==> config.mk <==
export PLATFORM = sky130hd
export DESIGN_NAME = fifo_rd_stream
export DESIGN_NICKNAME = d
export VERILOG_FILES = /design/src/rtl/async_fifo_pkg.sv /design/src/rtl/fifo_rd_skid.sv /design/src/rtl/fifo_rd_stream.sv
export SDC_FILE = /design/constraint.sdc
export NUM_CORES = 1
export LEC_CHECK = 0
export CORE_ASPECT_RATIO = 1.2
export CORE_MARGIN = 3
export CORE_UTILIZATION = 30
export DETAILED_ROUTE_END_ITERATION = 8
export REMOVE_ABC_BUFFERS = 1
export SYNTH_ARGS = -nofsm -noshare
export SYNTH_HDL_FRONTEND = slang
export SYNTH_SLANG_ARGS = --single-unit
==> constraint.sdc <==
create_clock -name rclk -period 7.5 [get_ports rclk]
set_input_delay 1.5 -clock rclk [delete_from_list [all_inputs] [get_ports rclk]]
set_output_delay 1.5 -clock rclk [all_outputs]
set_load 0.01 [all_outputs]
==> src/rtl/async_fifo_pkg.sv <==
// Shared constants for the async FIFO read-side logic.
// Defines the prefetch depth and the width of its occupancy count.
package async_fifo_pkg;
    localparam int BUF_DEPTH = 2;
    localparam int LVL_W     = $clog2(BUF_DEPTH + 1);
    typedef logic [LVL_W-1:0] lvl_t;
endpackage

==> src/rtl/fifo_rd_skid.sv <==
// Two-entry circular prefetch store with its occupancy. The head is a dedicated register.
// Latency 1 cycle from write to head. No backpressure here: the caller never writes when full.
module fifo_rd_skid
    import async_fifo_pkg::*;
#(
    parameter int DATASIZE = 8
) (
    input  logic                rclk,
    input  logic                rrst,
    input  logic                wr_en,
    input  logic                rd_en,
    input  logic                flush,
    input  logic [DATASIZE-1:0] wdata,
    output lvl_t                level,
    output logic [DATASIZE-1:0] head_dat
);
    logic [DATASIZE-1:0] mem_q [BUF_DEPTH];
    logic [DATASIZE-1:0] mem_d [BUF_DEPTH];
    logic                wr_idx_q, wr_idx_d;
    logic                rd_idx_q, rd_idx_d;
    lvl_t                level_q, level_d;
    logic [DATASIZE-1:0] head_q, head_d;

    always_comb begin
        mem_d    = mem_q;
        wr_idx_d = wr_idx_q;
        rd_idx_d = rd_idx_q;
        level_d  = level_q;
        if (flush) begin
            wr_idx_d = 1'b0;
            rd_idx_d = 1'b0;
            level_d  = '0;
        end else begin
            if (wr_en) begin
                mem_d[wr_idx_q] = wdata;
                wr_idx_d        = ~wr_idx_q;
            end
            if (rd_en) begin
                rd_idx_d = ~rd_idx_q;
            end
            level_d = level_q + lvl_t'(wr_en) - lvl_t'(rd_en);
        end
        // An empty buffer keeps the last presented word so the output never shows stale slots.
        head_d = (level_d != '0) ? mem_d[rd_idx_d] : head_q;
    end

    always_ff @(posedge rclk or negedge rrst) begin
        if (!rrst) begin
            for (int i = 0; i < BUF_DEPTH; i++) begin
                mem_q[i] <= '0;
            end
            wr_idx_q <= 1'b0;
            rd_idx_q <= 1'b0;
            level_q  <= '0;
            head_q   <= '0;
        end else begin
            mem_q    <= mem_d;
            wr_idx_q <= wr_idx_d;
            rd_idx_q <= rd_idx_d;
            level_q  <= level_d;
            head_q   <= head_d;
        end
    end

    assign level    = level_q;
    assign head_dat = head_q;
endmodule

==> src/rtl/fifo_rd_stream.sv <==
// Pops the async FIFO read side into a registered valid/ready stream with a delivered-word count.
// Latency 1 cycle from rinc to m_valid; with m_ready low it prefetches two words, then stops popping.
module fifo_rd_stream
    import async_fifo_pkg::*;
#(
    parameter int DATASIZE = 8,
    parameter int CNTSIZE  = 16
) (
    input  logic                rclk,
    input  logic                rrst,
    input  logic                rempty,
    input  logic [DATASIZE-1:0] rdata,
    output logic                rinc,
    output logic                m_valid,
    input  logic                m_ready,
    output logic [DATASIZE-1:0] m_data,
    input  logic                flush,
    output logic [LVL_W-1:0]    buf_level,
    output logic [CNTSIZE-1:0]  word_cnt
);
    logic               fire;
    logic               pop;
    lvl_t               level;
    logic [CNTSIZE-1:0] word_cnt_q, word_cnt_d;

    // A full buffer may still pop when the head leaves in the same cycle.
    always_comb begin
        fire       = m_valid & m_ready;
        pop        = ~rempty & ~flush & rrst & ((level < lvl_t'(BUF_DEPTH)) | fire);
        word_cnt_d = word_cnt_q + CNTSIZE'(fire);
    end

    fifo_rd_skid #(
        .DATASIZE (DATASIZE)
    ) u_skid (
        .rclk     (rclk),
        .rrst     (rrst),
        .wr_en    (pop),
        .rd_en    (fire),
        .flush    (flush),
        .wdata    (rdata),
        .level    (level),
        .head_dat (m_data)
    );

    always_ff @(posedge rclk or negedge rrst) begin
        if (!rrst) begin
            word_cnt_q <= '0;
        end else begin
            word_cnt_q <= word_cnt_d;
        end
    end

    assign rinc      = pop;
    assign m_valid   = (level != '0);
    assign buf_level = level;
    assign word_cnt  = word_cnt_q;
endmodule

# --- Word level (Yosys, flattened, before mapping) ---
# Cells that the tools add are included.
word_totals:
  register_bits: 44
  input_bits: 13
  out_inout_bits: 28
  word_cells: 42
classes:
  addsub: 3
  order_cmp: 4
  n_mux: 13
  bitwise_logic: 11
  n_reduce_logical: 4
ops:
  columns: ["operator", "n"]
  rows:
  - ["2-to-1 mux 16 bit", 2]
  - ["2-to-1 mux 8 bit", 4]
  - ["adder 16 x 1 -> 16 bit", 1]
  - ["bitwise mux 16 bit", 1]
  - ["demux 8 bit (select 1 bit)", 1]
  - ["nonzero test 2 bit", 3]
  - ["AND 1 bit", 4]
  - ["greater-or-equal comparator 2 bit (second input constant)", 2]
  - ["2-to-1 mux 1 bit", 4]
  - ["NOT 1 bit", 4]
  - ["NOT 1 -> 2 bit", 2]
  - ["adder 2 x 1 -> 2 bit", 1]
  - ["less-than comparator 2 x 1 -> 1 bit (second input constant)", 1]
  - ["less-than comparator 2 bit (second input constant)", 1]
  - ["2-to-1 mux 2 bit", 1]
  - ["subtractor 2 x 1 -> 2 bit", 1]
  - ["logical AND 1 bit", 1]
  - ["OR 1 bit", 1]

# --- Longest topological paths before layout ---
# Gate-level depths: netlist of the first run.
logic_depth:
  ltp_word: 11
  depth_mapped: 11
  depth_no_buf: 9

# --- By module ---
# From an unflattened synthesis of the first run, not the netlist that was laid out.
hier_totals:
  hier_cells: 145
  hier_area_um2: 1973.1
modules_own_cells:
  columns: ["mod", "n_inst", "cells_each", "area_each_um2"]
  rows:
  - ["fifo_rd_skid", 1, 86, 1237.4]
  - ["fifo_rd_stream", 1, 59, 735.7]

# --- Worst setup path before layout of the first run ---
# Ideal clock, no wire load.
synth_timing:
  path_type: "input to output"
  start: "input m_ready"
  end: "output rinc"
  t_arrival_ns: 2.465
  required_time_ns: 6.000
  slack_ns: 3.535
  cell_stages: 5
  n_path_buf: 2
  cell_sequence: "nor2b_1 clkbuf_1 clkbuf_1 or3_1 nor2_1"
synth_between:
  elab_chain_cells: 3
synth_rtl:
  columns: ["element", "line_no", "rtl"]
  rows:
  - ["start: declaration", "fifo_rd_stream.sv:15", "input logic m_ready,"]
  - ["AND 1 bit", "fifo_rd_stream.sv:28", "fire = m_valid & m_ready;"]
  - ["OR 1 bit", "fifo_rd_stream.sv:29", "pop = ~rempty & ~flush & rrst & ((level < lvl_t'(BUF_DEPTH)) | fire);"]
  - ["AND 1 bit", "fifo_rd_stream.sv:29", null]
  - ["end: declaration", "fifo_rd_stream.sv:13", "output logic rinc,"]
# Every way passes these cells.

# --- Worst setup path in the final report of the first run ---
# Ends and elaborated chain as after synthesis.

==> impl_metrics.tcl, run 1 <==
set metrics [dict create \
    crit_top_cell "clkdlybuf4s50_1" \
    hold_buffers 0 \
    gp_congestion 0.764 \
    seq_power_share 0.437 \
    crit_path_end_kind "output pin" \
    dr.pass1.iters 4 \
    grt_overflow 0 \
    initial_core_util 0.316 \
    synthCells 190 \
    routed-via-count 1547 \
    r2r-start "u_skid.level[1]" \
    netlist.area_leader.share 0.530 \
    hold_start "word_cnt[15]" \
    routed_wl_um 4370 \
    path_cells "clkdlybuf4s50_1 > nor2b_1 > or3_1 > nor2_1 > clkdlybuf4s50_1" \
    avgSynthCellArea_um2 10.9 \
    ys_ff_latch 44 \
    dieArea_um2 7960 \
    synth_commonest_cells "dfrtp_1 (44), nor4_1 (17), a21o_1 (16)" \
    layout-drive-gt1-share 0.0614 \
    cts_setup_buffers 0 \
    antenna_found_initial 0 \
    synthArstFlopShare 1.00 \
    pwr-share-clk 0.172 \
    synth_area_leaders "dfrtp_1 (53%), a21o_1 (5.8%), nor4_1 (5.1%)" \
    ys_warn_count 0 \
    critPathKind "in2out" \
    powerDensity_nw_per_um2 311 \
    die_height_um 97.1 \
    hpwl_um 3100 \
    dieWidth_um 82.0 \
    p_switching_uw 277 \
    synthFlopType "dfrtp_1" \
    cpMaxStageDelayCell "nor2b_1" \
    combinationalPowerShare 0.391 \
    ff2ff_setup_slack_ns 4.80 \
    synth_enable_flop_cells 0 \
    grt_pass1_wl_um 7340 \
    hold_violations 0 \
    fin_tns_setup_ns 0 \
    drt_iter0_markers 95 \
    relSlewSlack 0.238 \
    cp.required_ns 6.00 \
    status "completed" \
    report.final.slew_viol_count 0 \
    yosys.cell_types.count 30 \
    synth_top_area_cell "dfrtp_1" \
    num-nets-final 244 \
    cts.sinks 44 \
    clk_latency_ns 0.30 \
    antennaDiodeCount 0 \
    hold_class "reg2reg" \
    reg2reg_depth 8 \
    clock_path_buffers 2 \
    tightest_slew_ns 1.14 \
    maxCapViolCount 0 \
    syn_area_um2 2080 \
    crit_path_start "m_ready" \
    layout_min_cycle_time_ns 5.18 \
    grt_util_all_layers 0.118 \
    clockRootBuffer "clkbuf_8" \
    path_max_fanout 19 \
    postRouteAntennaNets 0 \
    cts_buffers 5 \
    fin_util 0.399 \
    core_um2 6570 \
    rsz0062_at_grt "no" \
    start_kind "input pin" \
    hold_end "word_cnt[15]" \
    fin_skew_ns 0.00480 \
    swShare 0.340 \
    synth-seq-area-share 0.530 \
    yosysMostFrequentCell "dfrtp_1" \
    crit_family "simple AND/OR/NAND/NOR gates" \
    h-tree-depth 2 \
    portBuffers 40 \
    cp_num_buf_inv 2 \
    peakVddDrop_uv 111 \
    ctsResizeCount 0 \
    grt_max_degree 46 \
    drc 0 \
    p_int_uw 538 \
    cts.reportedPaths.clkPinSlew_ns 0.08 \
    hold_depth 1 \
    pin_count 41 \
    cts_tree "built" \
    grt_pass1_vias 1515 \
    num_rows 32 \
    viasPerCell 4.94 \
    power.leakage_nw 1.22 \
    max_stage_delay_ns 0.89 \
    timing.rr.end "u_skid.head_dat[0]" \
    period_share 0.690 \
    worstPathArrival_ns 3.68 \
    setup_violations 0 \
    fmax_ghz 0.193 \
    syn_to_final_growth_pct 26.0 \
    wl_per_cell_um 14.0 \
]
power groups by stage:
stage	combinational, mW	sequential, mW	clock, mW
2_1_floorplan	0.170	0.369	0
3_3_place_gp	0.323	0.359	0
3_5_place_dp	0.324	0.361	0
4_1_cts	0.326	0.357	0.144
5_1_grt	0.355	0.366	0.156
6_report	0.319	0.356	0.140
layout by cell type, fill, tap and decap left out, types with 2 or more instances in the layout:
| cell | synthesis | layout |
|---|---|---|
| nor2b_1 | 2 | 2 |
| clkdlybuf4s50_1 | 0 | 39 |
| buf_4 | 0 | 2 |
| or3_1 | 4 | 4 |
| nor3_1 | 2 | 2 |
| and3_1 | 4 | 4 |
| xnor2_1 | 11 | 11 |
| dfrtp_1 | 44 | 44 |
| a2111oi_2 | 2 | 2 |
| nor4_1 | 17 | 17 |
| nor2_1 | 5 | 5 |
| nand3_1 | 8 | 8 |
| inv_1 | 11 | 11 |
| a21o_1 | 16 | 16 |
| ha_1 | 3 | 3 |
| nand2_1 | 13 | 13 |
| clkbuf_8 | 0 | 5 |
| a2111oi_0 | 6 | 6 |
| a221oi_1 | 8 | 8 |
| xor2_1 | 7 | 7 |
| o31ai_1 | 8 | 8 |
metrics by stage:
stage               instances  cell area [um2]  power, mW  hold WS, ns  setup WS (ns)
global placement          306             2540      0.682        0.455           2.39
finish                    313             2620      0.815        0.474           2.32
CTS                       313             2620      0.826        0.481           2.34
floorplan                 179             2020      0.539        0.446           3.54
detailed placement        306             2540      0.685        0.462           2.35
global route              313             2620      0.877        0.491           2.18
sequential cells by signal, indices dropped and copies added (netlist names):
name / count
u_skid.rd_idx_q: 1
u_skid.level: 2
u_skid.mem_q: 16
u_skid.head_dat: 8
u_skid.wr_idx_q: 1
word_cnt: 16
worst register-to-register path, cell delays in order (launching register included):
cell	delay, ns
dfrtp_1	0.41
nor2b_1	0.91
or3_1	0.26
nor2_1	0.07
ha_1	0.23
xor3_1	0.20
o21ai_1	0.06
buf_4	0.21
o31ai_1	0.25
kinds of logic after synthesis:
kind of cell | share of synthesized area
AO/OA/AOI/OAI | 0.167
adder cells (fa/ha/maj) | 0.0181
flip-flops | 0.530
buffers and inverters | 0.0494
XOR/XNOR | 0.0873
AND/OR/NAND/NOR | 0.148
how the worst max path moves through the flow:
stage,end,slack (ns),cells past startpoint
after detailed placement,rinc,2.35,5
after global placement,rinc,2.39,5
after global routing,rinc,2.18,5
after CTS,rinc,2.34,5
final,rinc,2.32,5
after floorplan,rinc,3.54,3
layout make-up:
cell class,instances,area (um2)
fill,668,3950
tap,85,106
clock buffer,6,72.6
sequential,44,1100
clock inverter,1,5.00
inverter,13,48.8
multi-input combinational,122,873
timing repair buffer,42,410
metal layers:
metal  up-vias  GRT usage  routed length (um)
met5         -          0                   0
met4         0     0.0294                  55
li1        771          -                   -
met3         6     0.0371                 228
met2        37      0.187                2080
met1       733      0.154                2010
No activity file was read; power rests on OpenSTA's default activity.
==> run 2, diff against run 1 <==
- clock period: 7.5 -> 4.8 ns (I/O delays scaled with it)
==> run 2 against run 1 <==
Against the previous run: clock power increased by 71%; sequential power increased by 56%; routed wire length rose by 4.7%; core utilization rose by 0.42 points; flip-flop and latch count unchanged; largest power group unchanged; highest routed layer unchanged.
==> impl_metrics.tcl, run 2 (synthesis results as in run 1) <==
set metrics [dict create \
    hold_buffers 0 \
    drt_iter0_markers 58 \
    final_cell_mix "dfrtp_1 (44), clkdlybuf4s50_1 (39), nor4_1 (17)" \
    initial_core_util 0.316 \
    place_ws_ns 1.05 \
    fin_tns_setup_ns 0 \
    routed-via-count 1586 \
    report.final.slew_viol_count 0 \
    dieWidth_um 82.0 \
    syn_to_final_growth_pct 27.3 \
    wl_per_cell_um 14.5 \
    pin_count 41 \
    setup_violations 0 \
    hold_violations 0 \
    portBuffers 40 \
    fin_util 0.403 \
    relSlewSlack 0.389 \
    peakVddDrop_uv 207 \
    clockRootBuffer "clkbuf_8" \
    dr.pass1.iters 4 \
    core_um2 6570 \
    antennaDiodeCount 0 \
    start_kind "input pin" \
    fmax_ghz 0.267 \
    fin_area_um2 2650 \
    layout-drive-gt1-share 0.0693 \
    powerDensity_nw_per_um2 493 \
    hold_slack_ns 0.469 \
    cts_setup_buffers 0 \
    worstPathArrival_ns 2.78 \
    hold_class "reg2reg" \
    period_share 0.779 \
    cts_buffers 5 \
    viasPerCell 5.02 \
    status "completed" \
    grt_pass1_vias 1564 \
    place_area_um2 2550 \
    cts_tree "built" \
    fin_skew_ns 0.00727 \
    h-tree-depth 2 \
    clk_latency_ns 0.29 \
    crit_path_end_kind "output pin" \
    grt_overflow 0 \
    power.leakage_nw 1.23 \
    routed_wl_um 4580 \
    hpwl_um 3110 \
    tightest_slew_ns 0.914 \
    die_height_um 97.1 \
    maxCapViolCount 0 \
    ctsResizeCount 0 \
    gp_congestion 0.727 \
    num_rows 32 \
    nFillCells 663 \
    layout_min_cycle_time_ns 3.74 \
    critPathKind "in2out" \
    drc 0 \
    postRouteAntennaNets 0 \
    mostFrequentLayoutCell "dfrtp_1" \
    cts.sinks 44 \
    grt_max_degree 45 \
    rsz0062_at_grt "no" \
    clock_path_buffers 2 \
    num-nets-final 246 \
    layout_setup_ws_ns 1.06 \
    grt_pass1_wl_um 7580 \
    antenna_found_initial 0 \
    path_max_fanout 19 \
    cts.reportedPaths.clkPinSlew_ns 0.08 \
    cp.required_ns 3.84 \
    grt_util_all_layers 0.121 \
    dieArea_um2 7960 \
]
run 2: changes by cell type in the layout (fill, tap and decap cells not counted), sizes merged:
cell,before,now
buf,3,5
clkbuf,6,8
clkinv,2,1
run 2: path summary, 6_finish.rpt:
kind,end,startpoint,cells after the start,slack [ns]
max in group asynchronous,u_skid.head_dat[1],rrst,2,3.64
setup / recovery,rinc,m_ready,6,1.06
min in group asynchronous,word_cnt[4],rrst,2,0.79
setup reg to reg,u_skid.head_dat[5],u_skid.wr_idx_q,4,2.45
hold reg to reg,word_cnt[15],word_cnt[15],1,0.47
hold / removal,word_cnt[15],word_cnt[15],1,0.47
run 2: metrics by stage:
stage,power [mW],cells
after floorplan,0.842,179
after global placement,1.07,308
after detailed placement,1.08,308
after CTS,1.32,316
after global routing,1.39,316
final,1.30,316
run 2: cell type report:
class                      instances  area, um2  share of cell area
clock buffer                       8       90.1              0.0341
inverter                          13       48.8              0.0184
multi-input combinational        122        873               0.330
sequential                        44       1100               0.416
tap                               85        106              0.0402
timing repair buffer              44        425               0.161
run 2: power by group:
part | switching [mW] | internal [mW] | leakage, nW | total (mW)
Sequential | 0.0763 | 0.480 | 0.575 | 0.556
Clock | 0.121 | 0.118 | 0.0455 | 0.239
Combinational | 0.246 | 0.264 | 0.611 | 0.510
run 2: critical path: stages:
cell             delay [ns]
clkdlybuf4s50_1        0.51
nor2b_1                0.06
buf_4                  0.19
or3_1                  0.35
nor2_1                 0.14
clkdlybuf4s50_1        0.56
run 2: routing by layer:
layer	global-route usage	part of all wire	up-vias
met5	0	0	-
met4	0.0358	0.016	0
met3	0.0315	0.042	6
met2	0.193	0.47	40
met1	0.159	0.47	770
li1	-	-	770
==> run 3, diff against run 2 <==
- clock period: 4.8 -> 3.3 ns (I/O delays scaled with it)
==> run 3 against run 2 <==
Against the previous run: first-iteration DRC count down 36%; routed wire length is 1.3% higher; power rose by 56%; die area unchanged; via count up 1.4%; design area grew 2.9%; final cell count grew 1.9%; global-route usage increased by 0.52 points; clock skew grew 0.0027 ns; core utilization grew 1.2 points; register-to-register slack lost 1.4 ns; flip-flop and latch count did not move.
==> impl_metrics.tcl, run 3 (synthesis results as in run 1) <==
set metrics [dict create \
    path_max_fanout 3 \
    final_cell_count_no_fill 322 \
    maxCapViolCount 0 \
    grt_util_all_layers 0.126 \
    hpwl_um 3140 \
    cts.reportedPaths.clkPinSlew_ns 0.08 \
    syn_to_final_growth_pct 31.0 \
    top_layer_used "met4" \
    wl_met1_um 2150 \
    core_um2 6570 \
    fin_tns_setup_ns 0 \
    layout-drive-gt1-share 0.101 \
    powerDensity_nw_per_um2 746 \
    grt_pass1_wl_um 7730 \
    relSlewSlack 0.615 \
    num-nets-final 252 \
    wl_per_cell_um 14.4 \
    worstPathArrival_ns 2.29 \
    final_cell_mix "dfrtp_1 (44), clkdlybuf4s50_1 (39), nor4_1 (17)" \
    status "completed" \
    hold_buffers 0 \
    pin_count 41 \
    place_inst 314 \
    dr.pass1.iters 4 \
    drc 0 \
    peakVddDrop_uv 258 \
    cts_buffers 5 \
    routed_wl_um 4640 \
    viasPerCell 4.99 \
    gp_congestion 0.745 \
    period_share 0.894 \
    hold_class "reg2reg" \
    start_kind "input pin" \
    fmax_ghz 0.339 \
    fin_skew_ns 0.00997 \
    clock_path_buffers 2 \
    grt_max_degree 45 \
    cts_tree "built" \
    die_height_um 97.1 \
    power.leakage_nw 1.28 \
    nFillCells 636 \
    antenna_found_initial 0 \
    h-tree-depth 2 \
    grt_pass1_vias 1520 \
    mostFrequentLayoutCell "dfrtp_1" \
    dieWidth_um 82.0 \
    clk_latency_ns 0.30 \
    report.final.slew_viol_count 0 \
    fin_total_pwr_mw 2.03 \
    clockRootBuffer "clkbuf_8" \
    layout_min_cycle_time_ns 2.95 \
    cp.required_ns 2.64 \
    drt_iter0_markers 37 \
    cts.sinks 44 \
    ctsResizeCount 0 \
    antennaDiodeCount 0 \
    critPathKind "in2out" \
    seq_area_um2 1100 \
    dr_wl_met3_um 198 \
    num_rows 32 \
    hold_violations 0 \
    multi_input_area_um2 873 \
    portBuffers 40 \
    initial_core_util 0.316 \
    dieArea_um2 7960 \
    wl_met2_um 2230 \
    grt_overflow 0 \
    crit_path_end_kind "output pin" \
    setup_violations 0 \
    cts_setup_buffers 0 \
    tightest_slew_ns 0.577 \
    postRouteAntennaNets 0 \
    rsz0062_at_grt "no" \
    routed-via-count 1608 \
]
run 3: cell types whose count changed in the layout (fill, tap and decap cells not counted):
cell       before  now
buf_4           4   10
clkbuf_1        2    0
bufinv_16       0    1
clkinv_4        0    1
run 3: report_power, final:
group          internal [mW]  leakage [nW]  switching, mW
registers              0.698         0.575          0.114
logic                  0.419         0.639          0.362
clock network          0.248        0.0614          0.191
run 3: worst paths after layout:
check                                 from                 end  slack, ns  cells after the start
setup / recovery                   m_ready                rinc       0.35                      5
hold / removal                word_cnt[15]        word_cnt[15]       0.47                      1
max in group asynchronous             rrst     u_skid.mem_q[5]       2.42                      2
hold reg to reg               word_cnt[15]        word_cnt[15]       0.47                      1
setup reg to reg           u_skid.level[1]  u_skid.head_dat[0]       1.07                      5
min in group asynchronous             rrst         word_cnt[3]       0.49                      2
run 3: metal layers:
| metal | global-route usage | vias up |
|---|---|---|
| met5 | 0 | - |
| met3 | 0.0343 | 7 |
| li1 | - | 786 |
| met4 | 0.0345 | 0 |
| met1 | 0.173 | 781 |
| met2 | 0.195 | 34 |
run 3: critical path, stage by stage:
cell and delay, ns:
clkdlybuf4s50_1 0.51, nor2b_1 0.07, or3_1 0.34, nor2_1 0.15, clkdlybuf4s50_1 0.56
run 3: final cells by class:
cell class | instances | area share
clock buffer | 6 | 0.0303
clock inverter | 2 | 0.0143
inverter | 13 | 0.0179
multi-input combinational | 122 | 0.321
sequential | 44 | 0.405
tap | 85 | 0.0391
timing repair buffer | 50 | 0.173
run 3: metrics by stage:
| stage | instance area (um2) | hold WS, ns | util | setup WS (ns) |
|---|---|---|---|---|
| 2_1_floorplan | 2020 | 0.364 | - | 0.395 |
| 3_3_place_gp | 2600 | 0.454 | 0.396 | 0.344 |
| 3_5_place_dp | 2600 | 0.464 | 0.396 | 0.333 |
| 4_1_cts | 2720 | 0.478 | 0.414 | 0.323 |
| 5_1_grt | 2720 | 0.494 | 0.414 | 0.259 |
| 6_report | 2720 | 0.468 | 0.414 | 0.348 |
